File: config.mk
export PLATFORM = sky130hd
export DESIGN_NAME = adc128s_fc
export DESIGN_NICKNAME = d
export VERILOG_FILES = /design/src/rtl/adc128s_fc.sv
export SDC_FILE = /design/constraint.sdc
export NUM_CORES = 1
export LEC_CHECK = 0
export ABC_AREA = 1
export BUFFER_PORTS_ARGS = -buffer_cell sky130_fd_sc_hd__buf_2
export CAP_MARGIN = 20
export CELL_PAD_IN_SITES_DETAIL_PLACEMENT = 0
export CELL_PAD_IN_SITES_GLOBAL_PLACEMENT = 1
export CORE_MARGIN = 2
export CORE_UTILIZATION = 37
export CTS_CLUSTER_DIAMETER = 120
export DETAILED_ROUTE_END_ITERATION = 12
export HOLD_SLACK_MARGIN = 0.1
export PLACE_DENSITY_LB_ADDON = 0.1
export REMOVE_ABC_BUFFERS = 1
export SLEW_MARGIN = 10
export SYNTH_ARGS = -nofsm -noshare
export SYNTH_HDL_FRONTEND = slang
export SYNTH_SLANG_ARGS = --single-unit
File: constraint.sdc
create_clock -name clk -period 2.1 [get_ports clk]
set_input_delay 0.105 -clock clk [delete_from_list [all_inputs] [get_ports clk]]
set_output_delay 0.105 -clock clk [all_outputs]
set_load 0.005 [all_outputs]
File: src/rtl/adc128s_fc.sv
// rtl/adc128s_fc.sv - ADC128S 8-channel 12-bit SPI A/D converter bench model (optional ADC128S_NOISE_EN adds LFSR dither)
module adc128s_fc #(
   parameter logic [2:0] CH_LFT   = 3'd0,
   parameter logic [2:0] CH_RGHT  = 3'd4,
   parameter logic [2:0] CH_STEER = 3'd5,
   parameter logic [2:0] CH_BATT  = 3'd6
) (
   input  logic        clk,
   input  logic        rst,
   input  logic        SS_n,
   input  logic        SCLK,
   input  logic        MOSI,
   output logic        MISO,
   input  logic [11:0] ld_cell_lft,
   input  logic [11:0] ld_cell_rght,
   input  logic [11:0] steerPot,
   input  logic [11:0] batt
);

   logic ss_d1, ss_d2, ss_d3;
   logic sclk_d1, sclk_d2, sclk_d3;
   logic mosi_d1, mosi_d2;
   logic ss_fall, ss_rise, sclk_rise, sclk_fall;

   // tx holds the bits still to be sent after the one currently on MISO
   logic [14:0] tx;
   // only command bits [13:11] matter; they are the 3rd..5th bits received
   logic [2:0]  rx;
   logic [2:0]  sel_ch;
   logic [4:0]  bit_cnt;
   logic        miso_r;
   logic [11:0] raw_val;
   logic [11:0] cap_val;

   // synchronize the SPI pins into clk, with a third stage for edge detection
   always_ff @(posedge clk) begin
      if (rst) begin
         ss_d1   <= 1'b1;
         ss_d2   <= 1'b1;
         ss_d3   <= 1'b1;
         sclk_d1 <= 1'b1;
         sclk_d2 <= 1'b1;
         sclk_d3 <= 1'b1;
         mosi_d1 <= 1'b0;
         mosi_d2 <= 1'b0;
      end else begin
         ss_d1   <= SS_n;
         ss_d2   <= ss_d1;
         ss_d3   <= ss_d2;
         sclk_d1 <= SCLK;
         sclk_d2 <= sclk_d1;
         sclk_d3 <= sclk_d2;
         mosi_d1 <= MOSI;
         mosi_d2 <= mosi_d1;
      end
   end

   assign ss_fall   = ss_d3 & ~ss_d2;
   assign ss_rise   = ~ss_d3 & ss_d2;
   assign sclk_rise = ~sclk_d3 & sclk_d2;
   assign sclk_fall = sclk_d3 & ~sclk_d2;

   // route the selected channel to the capture path; unmapped channels read zero
   always_comb begin
      raw_val = 12'h000;
      if (sel_ch == CH_LFT)
         raw_val = ld_cell_lft;
      else if (sel_ch == CH_RGHT)
         raw_val = ld_cell_rght;
      else if (sel_ch == CH_STEER)
         raw_val = steerPot;
      else if (sel_ch == CH_BATT)
         raw_val = batt;
   end

`ifdef ADC128S_NOISE_EN
   logic [7:0]  lfsr;
   logic [13:0] noisy;

   // dither LFSR steps once per frame start
   always_ff @(posedge clk) begin
      if (rst)
         lfsr <= 8'hA5;
      else if (ss_fall)
         lfsr <= {lfsr[6:0], lfsr[7] ^ lfsr[5] ^ lfsr[4] ^ lfsr[3]};
   end

   // add signed -2..+1 dither and clamp to the 12-bit range
   always_comb begin
      noisy = {2'b00, raw_val} + {{12{lfsr[1]}}, lfsr[1:0]};
      if (noisy[13])
         cap_val = 12'h000;
      else if (noisy[12])
         cap_val = 12'hFFF;
      else
         cap_val = noisy[11:0];
   end
`else
   assign cap_val = raw_val;
`endif

   // frame handling: SS_n edges take priority over SCLK edges in the same cycle
   always_ff @(posedge clk) begin
      if (rst) begin
         tx      <= 15'h0000;
         rx      <= 3'd0;
         sel_ch  <= 3'd0;
         bit_cnt <= 5'd0;
         miso_r  <= 1'b1;
      end else if (ss_fall) begin
         tx      <= {3'b000, cap_val};
         miso_r  <= 1'b0;
         bit_cnt <= 5'd0;
      end else if (ss_rise) begin
         if (bit_cnt == 5'd16)
            sel_ch <= rx;
         miso_r <= 1'b1;
      end else if (!ss_d2) begin
         if (sclk_rise) begin
            if (bit_cnt < 5'd5)
               rx <= {rx[1:0], mosi_d2};
            if (bit_cnt != 5'd16)
               bit_cnt <= bit_cnt + 5'd1;
         end else if (sclk_fall && bit_cnt != 5'd0) begin
            // the fall before the first rise keeps the MSB on the line
            miso_r <= tx[14];
            tx     <= {tx[13:0], 1'b0};
         end
      end
   end

   assign MISO = miso_r;

endmodule

== After elaboration in Yosys (flattened, before gate mapping) ==
Index checks and enable logic that the tools add are counted.
Word-level totals
  register bits: 35
  input bits: 53
  output and inout port bits: 1
  logic and storage cells: 63
Cells by class
  $add $sub $neg: 1
  magnitude comparators: 1
  eq/ne operators: 10
  muxes and demuxes: 14
  bitwise operators: 11
  reduce and logical (&&, ||, !) cells: 12
Operator list (count)
  two-way mux 12 bit: 9
  AND reduction 4 bit: 3
  == test 3 bit, second input constant: 3
  NOT 1 bit: 7
  AND reduction 3 bit: 2
  adder 5 x 1 -> 5 bit, second input constant: 1
  == test 5 bit, second input constant: 1
  less-than comparator 5 x 3 -> 1 bit, second input constant: 1
  two-way mux 1 bit: 5
  inequality test 5 bit, second input constant: 1
  AND reduction 5 bit: 1
  nonzero test 5 bit: 1
  bitwise AND 1 bit: 4
  inequality test 2 bit, second input constant: 2
  zero test 3 bit: 1
  inequality test 3 x 1 -> 1 bit, second input constant: 1
  inequality test 3 bit, second input constant: 1
  nonzero test 3 bit: 1
  inequality test 2 x 1 -> 1 bit, second input constant: 1
  nonzero test 2 bit: 1
  OR reduction 2 bit: 1
  logical AND 1 bit: 1

== Logic depth before layout (Yosys ltp) ==
  word-level depth: 8
  mapped depth: 10
  depth with buffers taken out: 9

== Worst setup path before layout ==
OpenSTA, ideal clock, no wires.
  kind: register to register
  from: register ss_d2
  to: register tx[7]
  setup time: 0.115 ns
  arrival: 1.370 ns
  data required time: 1.985 ns
  setup slack: 0.616 ns
  stages on the path, launching flop included: 11
  buffers on the path: 2
  clock period less this slack: 1.484 ns
  cells stage by stage: dfxtp_1 > inv_1 > ha_1 > buf_4 > inv_4 > nor2_1 > inv_2 > nand2_4 > buf_6 > o21ai_1 > nor2_1
Between the ends
  longest elaborated chain between the ends: 4
  elaborated cells on any way between the ends: 9
  those cells by class: 3 x eq/ne; 1 x mux; 3 x bitwise; 2 x reduce/logical
RTL lines
  from (decl): RTL line 20  | logic ss_d1, ss_d2, ss_d3;
  from (signal assigned): RTL line 48  | ss_d2 <= ss_d1;
  NOT 1 bit (no source line)
  bitwise AND 1 bit: RTL line 58  | assign ss_fall = ss_d3 & ~ss_d2;
  inequality test 2 bit (no source line), or another cell as far along
  AND reduction 4 bit (no source line)
  to (signal assigned): RTL line 111  | tx <= {3'b000, cap_val};
  to (signal assigned): RTL line 127  | tx <= {tx[13:0], 1'b0};
  to (decl): RTL line 26  | logic [14:0] tx;
Parallel ways exist; a longest one is shown, timed or not.
A chain may end at the register's enable or synchronous reset.

== Worst setup path in the final report ==
  from: register ss_d3
  to: register tx[8]
Between the ends
  longest elaborated chain between the ends: 4
  elaborated cells on any way between the ends: 9
  those cells by class: 3 x eq/ne; 1 x mux; 3 x bitwise; 2 x reduce/logical
RTL lines
  from (decl): RTL line 20
  from (signal assigned): RTL line 49  | ss_d3 <= ss_d2;
  NOT 1 bit: RTL line 59  | assign ss_rise = ~ss_d3 & ss_d2;
  bitwise AND 1 bit: RTL line 59
  inequality test 2 bit (no source line)
  AND reduction 4 bit (no source line)
Parallel ways exist; a longest one is shown, timed or not.

==> metrics.yaml <==
via_per_inst: 5.05
finalInstanceArea_sq_um: 2460
register_area_sq_um: 701
grt_pass1_wl_microns: 9070
layout-drive-gt1-share: 0.229
max_stage_delay_ps: 360
whs_endpoint: "tx[9]$_SDFFE_PP0P_"
maxCapViolations: 0
fin_setup_tns_ps: 0
holdPathStages: 5
run_status: "complete, no violations"
fp.dieArea_sq_um: 6090
r2r-end: "tx[8]$_SDFFE_PP0P_"
io_buffer_count: 53
yosysSeqAreaShare: 0.345
end_kind: "flop"
r2r_setup_slack_ps: 370
hold_class: "in -> reg"
drt_iter0_drc: 132
power_leakage_nw: 1.11
worst_slew_pin_slew_ps: 552
crit_type: "reg -> reg"
area_growth_pct: 21.4
yosys.area.top_type: "dfxtp_1"
fillerInstances: 564
layout_setup_ws_ps: 368
core-area_sq_um: 5200
start_util: 0.390
htreeDepth: 2
wl_microns: 5520
dp_slack_ps: 391
synth.area.top_cells: "dfxtp_1, nand3_1, nand4_1, nand2_1, nor2_1"
hpwl_microns: 4070
die_h_microns: 78.0
drv_slew: 0
numCtsBuffers: 5
crit_arrival_ps: 1920
place_congestion: 0.790
grt_use_total: 0.190
grt_setup_unrepaired: "false"
post_cts_buffers: 0
drc_errors: 0
rr_worst_depth: 8
ant_nets: 0
netlist_area_sq_um: 2030
die_x_microns: 78.0
max_freq_mhz: 577
clk_pin_slew_ps: 70
synth_cell_type_count: 29
netlist_instances: 289
clock_sinks: 35
cts_root_buf: "clkbuf_8"
synth_top_area_share: 0.345
worstSetupStartpointType: "flop"
crit_required_ps: 2280
hp-start: "ld_cell_lft[9]"
r2r-start: "ss_d3$_SDFF_PP1_"
clock_path_buffers: 2
grt_overflow_total: 0
crit_path_frequent_cell: "nor2_1"
final_nets: 398
synth-seq-cells: 35
drtPass1Iterations: 4
maxSlewHeadroom: 0.631
grt_pass1_vias: 1946
clock_skew_ps: 6.74
drt-wirelength-per-cell_microns: 13.4
grt_start_max_net_pins: 36
setup_viol: 0
antenna_cells: 0
clock_latency_ps: 290
dp_cells: 398
pwr_density_cell_nw_per_um2: 596
timing.final.crit_share: 0.825
fin_cells: 411
cp_slowest_cell: "dfxtp_1"
ys_warn_count: 0
placed_area_sq_um: 2300
vias: 2076
hold_viol_final: 0
post-route-util: 0.473
ir_drop_uv: 307
path_cells: "inv_1 > ha_1 > nor2_1 > nand3_4 > nand2_4 > nand2_1 > nor2_1 > nor2_1"
fin_crit_ps: 1730
io_pins: 54
cts_tree: "yes"
multiInputGateArea_sq_um: 1140
path_max_fanout: 15
antenna_found_initial: 0
syn_avg_cell_area_sq_um: 7.02
rows: 26
-- synthesized netlist by cell type, drive strengths merged --
cell type	number
xor2	2
nand3	42
clkbuf	1
o21ai	17
o21bai	7
nand3b	9
buf	16
nand2	43
clkinv	1
nor3	1
ha	5
a21oi	19
nand4	26
dfxtp	35
or2	5
nor2	40
inv	20
-- registers in the layout, summed over array words and instances (netlist names) --
| register | flops |
|---|---|
| mosi_d1 | 1 |
| sclk_d1 | 1 |
| sclk_d2 | 1 |
| ss_d1 | 1 |
| MISO | 1 |
| sel_ch | 3 |
| bit_cnt | 5 |
| ss_d3 | 1 |
| mosi_d2 | 1 |
| rx | 3 |
| sclk_d3 | 1 |
| tx | 15 |
| ss_d2 | 1 |
-- area by class of cell --
type | count | area share
repair buffers | 61 | 0.137
well taps | 70 | 0.0356
multi-input cells | 216 | 0.464
clock inverters | 3 | 0.0178
flip-flops and latches | 35 | 0.285
clock buffers | 5 | 0.0279
inverters | 21 | 0.0330
-- stage by stage --
stage	power (mW)	hold slack, ps
2_1_floorplan	0.785	174
3_3_place_gp	0.859	291
3_5_place_dp	0.859	293
4_1_cts	1.49	211
5_1_grt	1.53	258
6_report	1.47	217
-- cells by family after synthesis --
kind of cell,after synthesis,synth area share
simple gates,166,0.407
compound gates,43,0.117
buf+inv,38,0.0913
flops,35,0.345
fa+ha+maj,5,0.0308
xor+xnor,2,0.00864
-- layout by cell type, fill, tap and decap left out, types with 5 or more instances in the layout --
cell type,count
ha_1,5
or2_2,5
dfxtp_1,35
nand3b_1,9
dlygate4sd3_1,5
o21bai_1,7
nand4_1,26
o21ai_0,13
a21oi_1,19
buf_2,53
clkbuf_8,5
nand3_1,40
nor2_1,38
nand2_1,41
inv_1,18
-- what timing repair did --
| item | 4_1_cts | 5_1_grt |
|---|---|---|
| hold buffers | 5 | 0 |
| hold endpoints to repair | 5 | 0 |
| resized for setup | 0 | 0 |
-- how the worst max path moves through the flow --
| stage | from | endpoint | slack (ps) | depth (start not counted) |
|---|---|---|---|---|
| floorplan | sel_ch[2]$_SDFFE_PP0P_ | tx[3]$_SDFFE_PP0P_ | 350 | 7 |
| CTS | ss_d3$_SDFF_PP1_ | tx[8]$_SDFFE_PP0P_ | 360 | 8 |
| global route | ss_d3$_SDFF_PP1_ | tx[8]$_SDFFE_PP0P_ | 210 | 8 |
| detailed placement | ss_d3$_SDFF_PP1_ | tx[8]$_SDFFE_PP0P_ | 390 | 8 |
| finish | ss_d3$_SDFF_PP1_ | tx[8]$_SDFFE_PP0P_ | 370 | 8 |
| global placement | ss_d3$_SDFF_PP1_ | tx[8]$_SDFFE_PP0P_ | 350 | 8 |
-- power by group --
group	internal, mW	switching (mW)	total [mW]
sequential	0.682	0.00937	0.692
clock	0.353	0.264	0.617
combinational	0.0824	0.0761	0.159
total	1.12	0.349	1.47
-- critical path, delay by kind of cell (launching register included) --
kind                     cells  cell delay (ps)
AND/OR/NAND/NOR              6              950
buffers and inverters        1               60
adder cells (fa/ha/maj)      1              250
flip-flops                   1              360
-- routing by layer --
metal  routed length (microns)  track usage  up-vias
met1                      2700        0.245      933
met4                       106       0.0719        0
met3                       244       0.0448       10
met2                      2470        0.309       47
met5                         0            0        -
li1                          -            -     1086
Power figures use the tool's default switching activity.
